File: config.mk
export PLATFORM = sky130hd
export DESIGN_NAME = median_window_feeder
export DESIGN_NICKNAME = d
export VERILOG_FILES = /design/src/rtl/median_window_feeder.sv
export SDC_FILE = /design/constraint.sdc
export NUM_CORES = 1
export LEC_CHECK = 0
export ABC_AREA = 1
export BUFFER_PORTS_ARGS = -buffer_cell sky130_fd_sc_hd__buf_4
export CAP_MARGIN = 20
export CORE_ASPECT_RATIO = 0.8
export CORE_MARGIN = 2
export CORE_UTILIZATION = 62
export CTS_CLUSTER_DIAMETER = 200
export CTS_CLUSTER_SIZE = 25
export DETAILED_ROUTE_END_ITERATION = 6
export PLACE_DENSITY = 0.8
export RECOVER_POWER = 100
export SLEW_MARGIN = 15
export SYNTH_ARGS = -nofsm -noshare
export SYNTH_HDL_FRONTEND = slang
export SYNTH_SLANG_ARGS = --single-unit
File: constraint.sdc
create_clock -name CLK -period 3.35 [get_ports CLK]
set_input_delay 0.1675 -clock CLK [delete_from_list [all_inputs] [get_ports CLK]]
set_output_delay 0.1675 -clock CLK [all_outputs]
set_load 0.05 [all_outputs]
File: src/rtl/median_window_feeder.sv
// Raster-to-3x3 window feeder: buffers two lines, builds a sliding 3x3 window and
// streams its nine pixels to a median filter, then waits for the filter's result pulse.
module median_window_feeder #(
  parameter int W     = 8,
  parameter int IMG_W = 16,
  parameter int IMG_H = 16
) (
  input  logic         CLK,
  input  logic         RST,
  input  logic [W-1:0] PI,
  input  logic         PVI,
  output logic         PRO,
  output logic [W-1:0] DO,
  output logic         DSO,
  input  logic         MDONE,
  output logic         FDONE,
  output logic [1:0]   state_dbg
);

  // Handshake: a pixel transfers on a rising edge where PVI and PRO are both 1;
  // PI must stay stable while PVI is held and PRO is 0. DSO marks each of the nine
  // window beats on DO; MDONE is a single-cycle pulse that only counts in WAIT.

  localparam int CW = (IMG_W > 1) ? $clog2(IMG_W) : 1;
  localparam int RW = (IMG_H > 1) ? $clog2(IMG_H) : 1;

  localparam logic [CW-1:0] COL_LAST = CW'(IMG_W - 1);
  localparam logic [RW-1:0] ROW_LAST = RW'(IMG_H - 1);
  localparam logic [CW-1:0] COL_TWO  = CW'(2);
  localparam logic [RW-1:0] ROW_TWO  = RW'(2);

  typedef enum logic [1:0] {
    ACCEPT = 2'd0,
    SEND   = 2'd1,
    WAIT   = 2'd2
  } state_t;

  state_t        state_q, state_d;
  logic [CW-1:0] col_q, col_d;
  logic [RW-1:0] row_q, row_d;
  logic [3:0]    cnt_q, cnt_d;
  logic          last_q, last_d;
  logic          fdone_q, fdone_d;

  logic [W-1:0]  lb0_q [IMG_W];
  logic [W-1:0]  lb0_d [IMG_W];
  logic [W-1:0]  lb1_q [IMG_W];
  logic [W-1:0]  lb1_d [IMG_W];
  logic [W-1:0]  win_q [9];
  logic [W-1:0]  win_d [9];

  logic          accept;

  assign accept    = (state_q == ACCEPT) && PVI;
  assign PRO       = (state_q == ACCEPT);
  assign DSO       = (state_q == SEND);
  assign DO        = DSO ? win_q[cnt_q] : '0;
  assign FDONE     = fdone_q;
  assign state_dbg = state_q;

  always_comb begin
    state_d = state_q;
    col_d   = col_q;
    row_d   = row_q;
    cnt_d   = cnt_q;
    last_d  = last_q;
    fdone_d = 1'b0;
    case (state_q)
      ACCEPT: begin
        if (PVI) begin
          col_d = (col_q == COL_LAST) ? '0 : col_q + CW'(1);
          if (col_q == COL_LAST) begin
            row_d = (row_q == ROW_LAST) ? '0 : row_q + RW'(1);
          end
          // A full window exists once the incoming pixel is at least two rows and columns in.
          if ((row_q >= ROW_TWO) && (col_q >= COL_TWO)) begin
            state_d = SEND;
            cnt_d   = 4'd0;
            last_d  = (row_q == ROW_LAST) && (col_q == COL_LAST);
          end
        end
      end
      SEND: begin
        if (cnt_q == 4'd8) begin
          state_d = WAIT;
          cnt_d   = 4'd0;
        end else begin
          cnt_d = cnt_q + 4'd1;
        end
      end
      WAIT: begin
        if (MDONE) begin
          state_d = ACCEPT;
          fdone_d = last_q;
        end
      end
      default: state_d = ACCEPT;
    endcase
  end

  // Window rows are stored row-major so DO can index beat k directly.
  always_comb begin
    lb0_d = lb0_q;
    lb1_d = lb1_q;
    win_d = win_q;
    if (accept) begin
      for (int r = 0; r < 3; r++) begin
        win_d[3*r]     = win_q[3*r + 1];
        win_d[3*r + 1] = win_q[3*r + 2];
      end
      win_d[2]     = lb0_q[col_q];
      win_d[5]     = lb1_q[col_q];
      win_d[8]     = PI;
      lb0_d[col_q] = lb1_q[col_q];
      lb1_d[col_q] = PI;
    end
  end

  always_ff @(posedge CLK) begin
    if (RST) begin
      state_q <= ACCEPT;
      col_q   <= '0;
      row_q   <= '0;
      cnt_q   <= 4'd0;
      last_q  <= 1'b0;
      fdone_q <= 1'b0;
    end else begin
      state_q <= state_d;
      col_q   <= col_d;
      row_q   <= row_d;
      cnt_q   <= cnt_d;
      last_q  <= last_d;
      fdone_q <= fdone_d;
    end
  end

  // Pixel storage carries no reset; a fresh frame always refills two rows first.
  always_ff @(posedge CLK) begin
    lb0_q <= lb0_d;
    lb1_q <= lb1_d;
    win_q <= win_d;
  end

endmodule

==> results.toml, run 1 <==
[final_layout]
postLayoutCoreUtil = 0.674
nets = 1294
drive_gt1_frac = 0.0475
area_growth_pct = 6.78
num_antenna_cells = 0
instances_no_fill = 1591
final_area_um2 = 15100

[detailed_routing]
drt-total-wl_um = 30000
wl_met2_um = 13900
met3_length_um = 2830
dr.pass1.iters = 5
drtIter0Drc = 1230
drc_errors = 0
vias = 9055
m1WireLength_um = 12600
via_per_inst = 5.69
antenna_left = 0
top_layer = "met4"
wl_per_cell_um = 18.9

[synth]
yosysWarningCount = 0
ys_ff_latch = 344
synth_top_cell_area_share = 0.695
syn_inst = 1235
ys_top_cells_by_area = "edfxtp_1 70%, nand2_1 6.3%, nor2_1 5.5%, o21ai_0 4.4%, nand3_1 2.6%"
yosys-top-cells-count = "328 x edfxtp_1, 237 x nand2_1, 206 x nor2_1"
synth_nets = 1255
synth_top_flop_cell = "edfxtp_1"
synth_edf_count = 328
avgSynthCellArea_um2 = 11.5
synth_area_um2 = 14200
ys_seq_area_frac = 0.718
synth.most_common_cell = "edfxtp_1"
yosysTopAreaCell = "edfxtp_1"
synth_cell_types = 33
async_reset_ff_frac = 0

[floorplanning]
die_h_um = 139
io_pins = 25
fp.dieW_um = 173
placement_rows = 49
coreArea_um2 = 22400
die-area_um2 = 24100
start_util = 0.631

[power_and_ir_drop]
power_mw = 7.85
p_leak_nw = 5.50
power.density_nw_per_um2 = 519
vdd_drop_max_mv = 0.451

[clock_network]
cts.sinks = 344
worstSkewPairLatency_ns = 0.51
htreeDepth = 1
clk_path_buf_depth = 3
clk_pin_slew_worst_paths_ns = 0.10
cts-root-buf = "clkbuf_16"
cts_buffers = 17
cts_tree = "built"

[place]
routabilityCongestion = 0.817
place_inst = 1551
post-place-ws_ns = 0.920
post-dp-hpwl_um = 18300
port_buffers = 24
place_area_um2 = 14700

[sta]
tns_ns = 0
hold_ws_ns = 0.154
setup_viol = 0
timing.slew.headroom = 0.0273
hold_viol = 0
fin_crit_ns = 2.97
post-route-period-util = 0.887
worst_slack_ns = 0.378
finalMaxSlewViolations = 0
worstMarginPinSlew_ns = 1.46
finClkSkew_ns = 0.0140
rsz0062_at_grt = "no"
timing.fmax_mhz = 336

[min_path]
min_path_type = "in2reg"
whs_path_depth = 3
hold_start = "PVI"

[critical_path]
cp-start-kind = "register"
required_ns = 3.50
reg2reg_depth = 6
endpoint_kind = "register"
setup.worst_path.class = "reg2reg"
r2r_start = "col_q[1]"
arrival_ns = 3.13
cp_max_fo = 32
critPathLaunch = "col_q[1]"

[global_route]
grt.overflow.total = 0
grt_pass1_vias = 8415
grt_max_degree = 72
antenna_found_initial = 0
grt.total_usage = 0.250
grt_pass1_wl_um = 46600

[run]
cap_violations = 0

[status]
status = "complete, no violations"
## cells in the final DEF (no fill, tap or decap), drive strengths merged, types with 3 or more instances in the layout
master,netlist,final
edfxtp,328,328
nor3,3,3
dlygate4sd3,0,10
clkbuf,17,74
clkinv,2,3
buf,44,25
dfxtp,16,16
nand2,240,240
nand3,76,76
o22ai,32,32
nor2,210,210
a21oi,18,18
ha,8,8
o21ai,133,133
inv,102,102
## critical path: stages, from the launching register on
cell and delay [ns]:
dfxtp_2 0.43, inv_1 0.92, buf_12 0.26, ha_1 0.16, nand2_1 0.11, nor2_1 0.19
clkbuf_1 0.52
## report_power, final
part           switching [mW]  internal, mW  total [mW]  leakage [nW]
clock                    1.28         0.977        2.25         0.231
combinational           0.455         0.173       0.628          2.12
sequential             0.0592          4.91        4.97          3.15
## kinds of logic after synthesis
group / synth area share
DFF: 0.718
AOI/OAI and AO/OA: 0.0680
and+or+nand+nor: 0.152
buffers and inverters: 0.0543
adders and majority gates: 0.00706
xor gates and xnor gates: 0.000618
## layout make-up
class,count,area [um2]
clock buffer,28,467
inverter,104,392
fill,1691,7310
clock inverter,2,17.5
tap,306,383
multi-input combinational,726,3220
timing repair buffer,81,479
sequential,344,10200
## registers in the layout (all words and copies together) (netlist names)
signal,count
FDONE,1
row_q,4
lb0_q,128
lb1_q,128
state_dbg,2
cnt_q,4
win_q,72
col_q,4
last_q,1
## path summary, 6_finish.rpt
path | end | slack [ns]
setup / recovery | lb1_q[29] | 0.38
hold / removal | col_q[1] | 0.15
setup reg to reg | lb1_q[29] | 0.38
hold reg to reg | FDONE | 0.45
## routing by layer
| metal | global-route usage | vias to the layer above |
|---|---|---|
| li1 | - | 4280 |
| met5 | 0 | - |
| met2 | 0.399 | 457 |
| met1 | 0.371 | 4256 |
| met3 | 0.0347 | 62 |
| met4 | 0.0624 | 0 |
## timing repair
item / 4_1_cts / 5_1_grt
endpoints found under the setup margin: 0 / 0
gates resized for setup: 0 / 0
setup buffers: 0 / 0
hold endpoints to repair: 100 / 0
hold buffers: 10 / 0
Power figures use the tool's default switching activity.
==> inputs of run 2 (changes only) <==
--- a/config.mk
+++ b/config.mk
@@ -8,9 +8,11 @@
 export ABC_AREA = 1
 export BUFFER_PORTS_ARGS = -buffer_cell sky130_fd_sc_hd__buf_4
 export CAP_MARGIN = 20
+export CELL_PAD_IN_SITES_DETAIL_PLACEMENT = 0
+export CELL_PAD_IN_SITES_GLOBAL_PLACEMENT = 1
 export CORE_ASPECT_RATIO = 0.8
 export CORE_MARGIN = 2
-export CORE_UTILIZATION = 62
+export CORE_UTILIZATION = 51
 export CTS_CLUSTER_DIAMETER = 200
 export CTS_CLUSTER_SIZE = 25
 export DETAILED_ROUTE_END_ITERATION = 6
==> run 2 against run 1 <==
Compared with the run above:
- combinational power up 1%
- highest routed layer unchanged
- non-clock buffer count down 4
- largest power group unchanged
- hold slack worse by 0.018 ns
- final cell count up 3.0%
- worst setup slack better by 0.071 ns
- fmax up 2.4%
- routed wire length up 6.6%
- register-to-register slack better by 0.07 ns
- clock skew up 0.011 ns
- sequential power about the same
- first-iteration DRC count down 27%
==> results.toml, run 2 (synthesized netlist as in run 1, its figures left out) <==
[min_path]
min_path_type = "in2reg"

[place]
routabilityCongestion = 0.778
place_inst = 1605
post-dp-hpwl_um = 18600
port_buffers = 24

[clock_network]
clk_path_buf_depth = 3
cts_buffers = 17
cts-root-buf = "clkbuf_16"
clk_pin_slew_worst_paths_ns = 0.11
cts.sinks = 344
cts_resized = 0
worstSkewPairLatency_ns = 0.52
postCtsSetupRepairBufs = 0
cts_tree = "built"
cts_hold_buf = 10
htreeDepth = 1

[critical_path]
cp-start-kind = "register"
cp_max_fo = 34
slowest_delay_ns = 0.68
cp_slowest_cell = "clkbuf_1"
arrival_ns = 3.05
setup.worst_path.class = "reg2reg"
crit_chain = "clkinvlp_2 -> clkbuf_2 -> ha_1 -> nand2_1 -> nor2_1 -> clkbuf_1"
endpoint_kind = "register"
reg2reg_slack_ns = 0.45
required_ns = 3.49

[run]
cap_violations = 0

[floorplanning]
fp.dieW_um = 190
die-area_um2 = 29100
io_pins = 25
start_util = 0.519
coreArea_um2 = 27300
placement_rows = 54
die_h_um = 153

[detailed_routing]
dr.pass1.iters = 5
wl_per_cell_um = 19.5
top_layer = "met4"
wl_met2_um = 14300
drt-total-wl_um = 32000
m1WireLength_um = 14900
drtIter0Drc = 904
met3_length_um = 2150
antenna_left = 0
via_per_inst = 5.42
vias = 8883
drc_errors = 0

[final_layout]
largest_registers = "lb0_q (128), lb1_q (128), win_q (72)"
final_common_cell = "edfxtp_1"
drive_gt1_frac = 0.0463
nets = 1290
most-common-layout-cells = "328 x edfxtp_1, 239 x nand2_1, 207 x nor2_1, 125 x o21ai_0, 96 x inv_1"
instances_no_fill = 1639
postLayoutCoreUtil = 0.555
area_growth_pct = 6.97
num_antenna_cells = 0

[sta]
setup_viol = 0
hold_ws_ns = 0.137
timing.fmax_mhz = 345
post-route-period-util = 0.866
worstMarginPinSlew_ns = 1.12
hold_viol = 0
fin_crit_ns = 2.90
finalMaxSlewViolations = 0
timing.slew.headroom = 0.252
finClkSkew_ns = 0.0251
rsz0062_at_grt = "no"
tns_ns = 0

[power_and_ir_drop]
p_leak_nw = 5.47
vdd_drop_max_mv = 0.381
power.density_nw_per_um2 = 515

[global_route]
grt.overflow.total = 0
antenna_found_initial = 1
grt_max_degree = 99
grt_pass1_vias = 7947
grt.total_usage = 0.219
grt_pass1_wl_um = 48300

[status]
status = "complete, no violations"
-- run 2: critical path, delay by kind of cell (launching register included) --
kind | cells | cell delay (ns)
adder cells (fa/ha/maj) | 1 | 0.26
AND/OR/NAND/NOR | 2 | 0.36
buffers and inverters | 3 | 1.42
flip-flops | 1 | 0.48
-- run 2: area by class of cell --
cell class	instances	area, um2
clock buffers	22	444
clock inverters	2	17.5
fillers	2348	12100
inverters	104	393
multi-input cells	726	3220
flip-flops and latches	344	10200
well taps	364	455
repair buffers	77	459
-- run 2: per-layer routing --
metal | track usage | up-vias
met4 | 0.0491 | 0
met1 | 0.343 | 4296
met2 | 0.327 | 287
met3 | 0.0289 | 38
li1 | - | 4262
met5 | 0 | -
-- run 2: stage by stage --
stage | power (mW) | instance area [um2] | worst slack, ns
after floorplan | 5.48 | 14200 | 0.160
after global placement | 5.68 | 14800 | 1.05
after detailed placement | 5.70 | 14800 | 0.975
after CTS | 7.86 | 15400 | 0.766
after global routing | 8.09 | 15200 | 0.315
final | 7.80 | 15200 | 0.449
-- run 2: path summary, 6_finish.rpt --
check                  from   endpoint  cells after the start
setup reg to reg   col_q[0]  lb1_q[24]                      6
hold reg to reg   win_q[33]  win_q[41]                      0
hold / removal          PVI   col_q[1]                      3
setup / recovery   col_q[0]  lb1_q[24]                      6
-- run 2: power by group --
group          internal [mW]  switching (mW)
registers               4.91          0.0532
logic                  0.170           0.465
clock network          0.949            1.26
total                   6.03            1.77
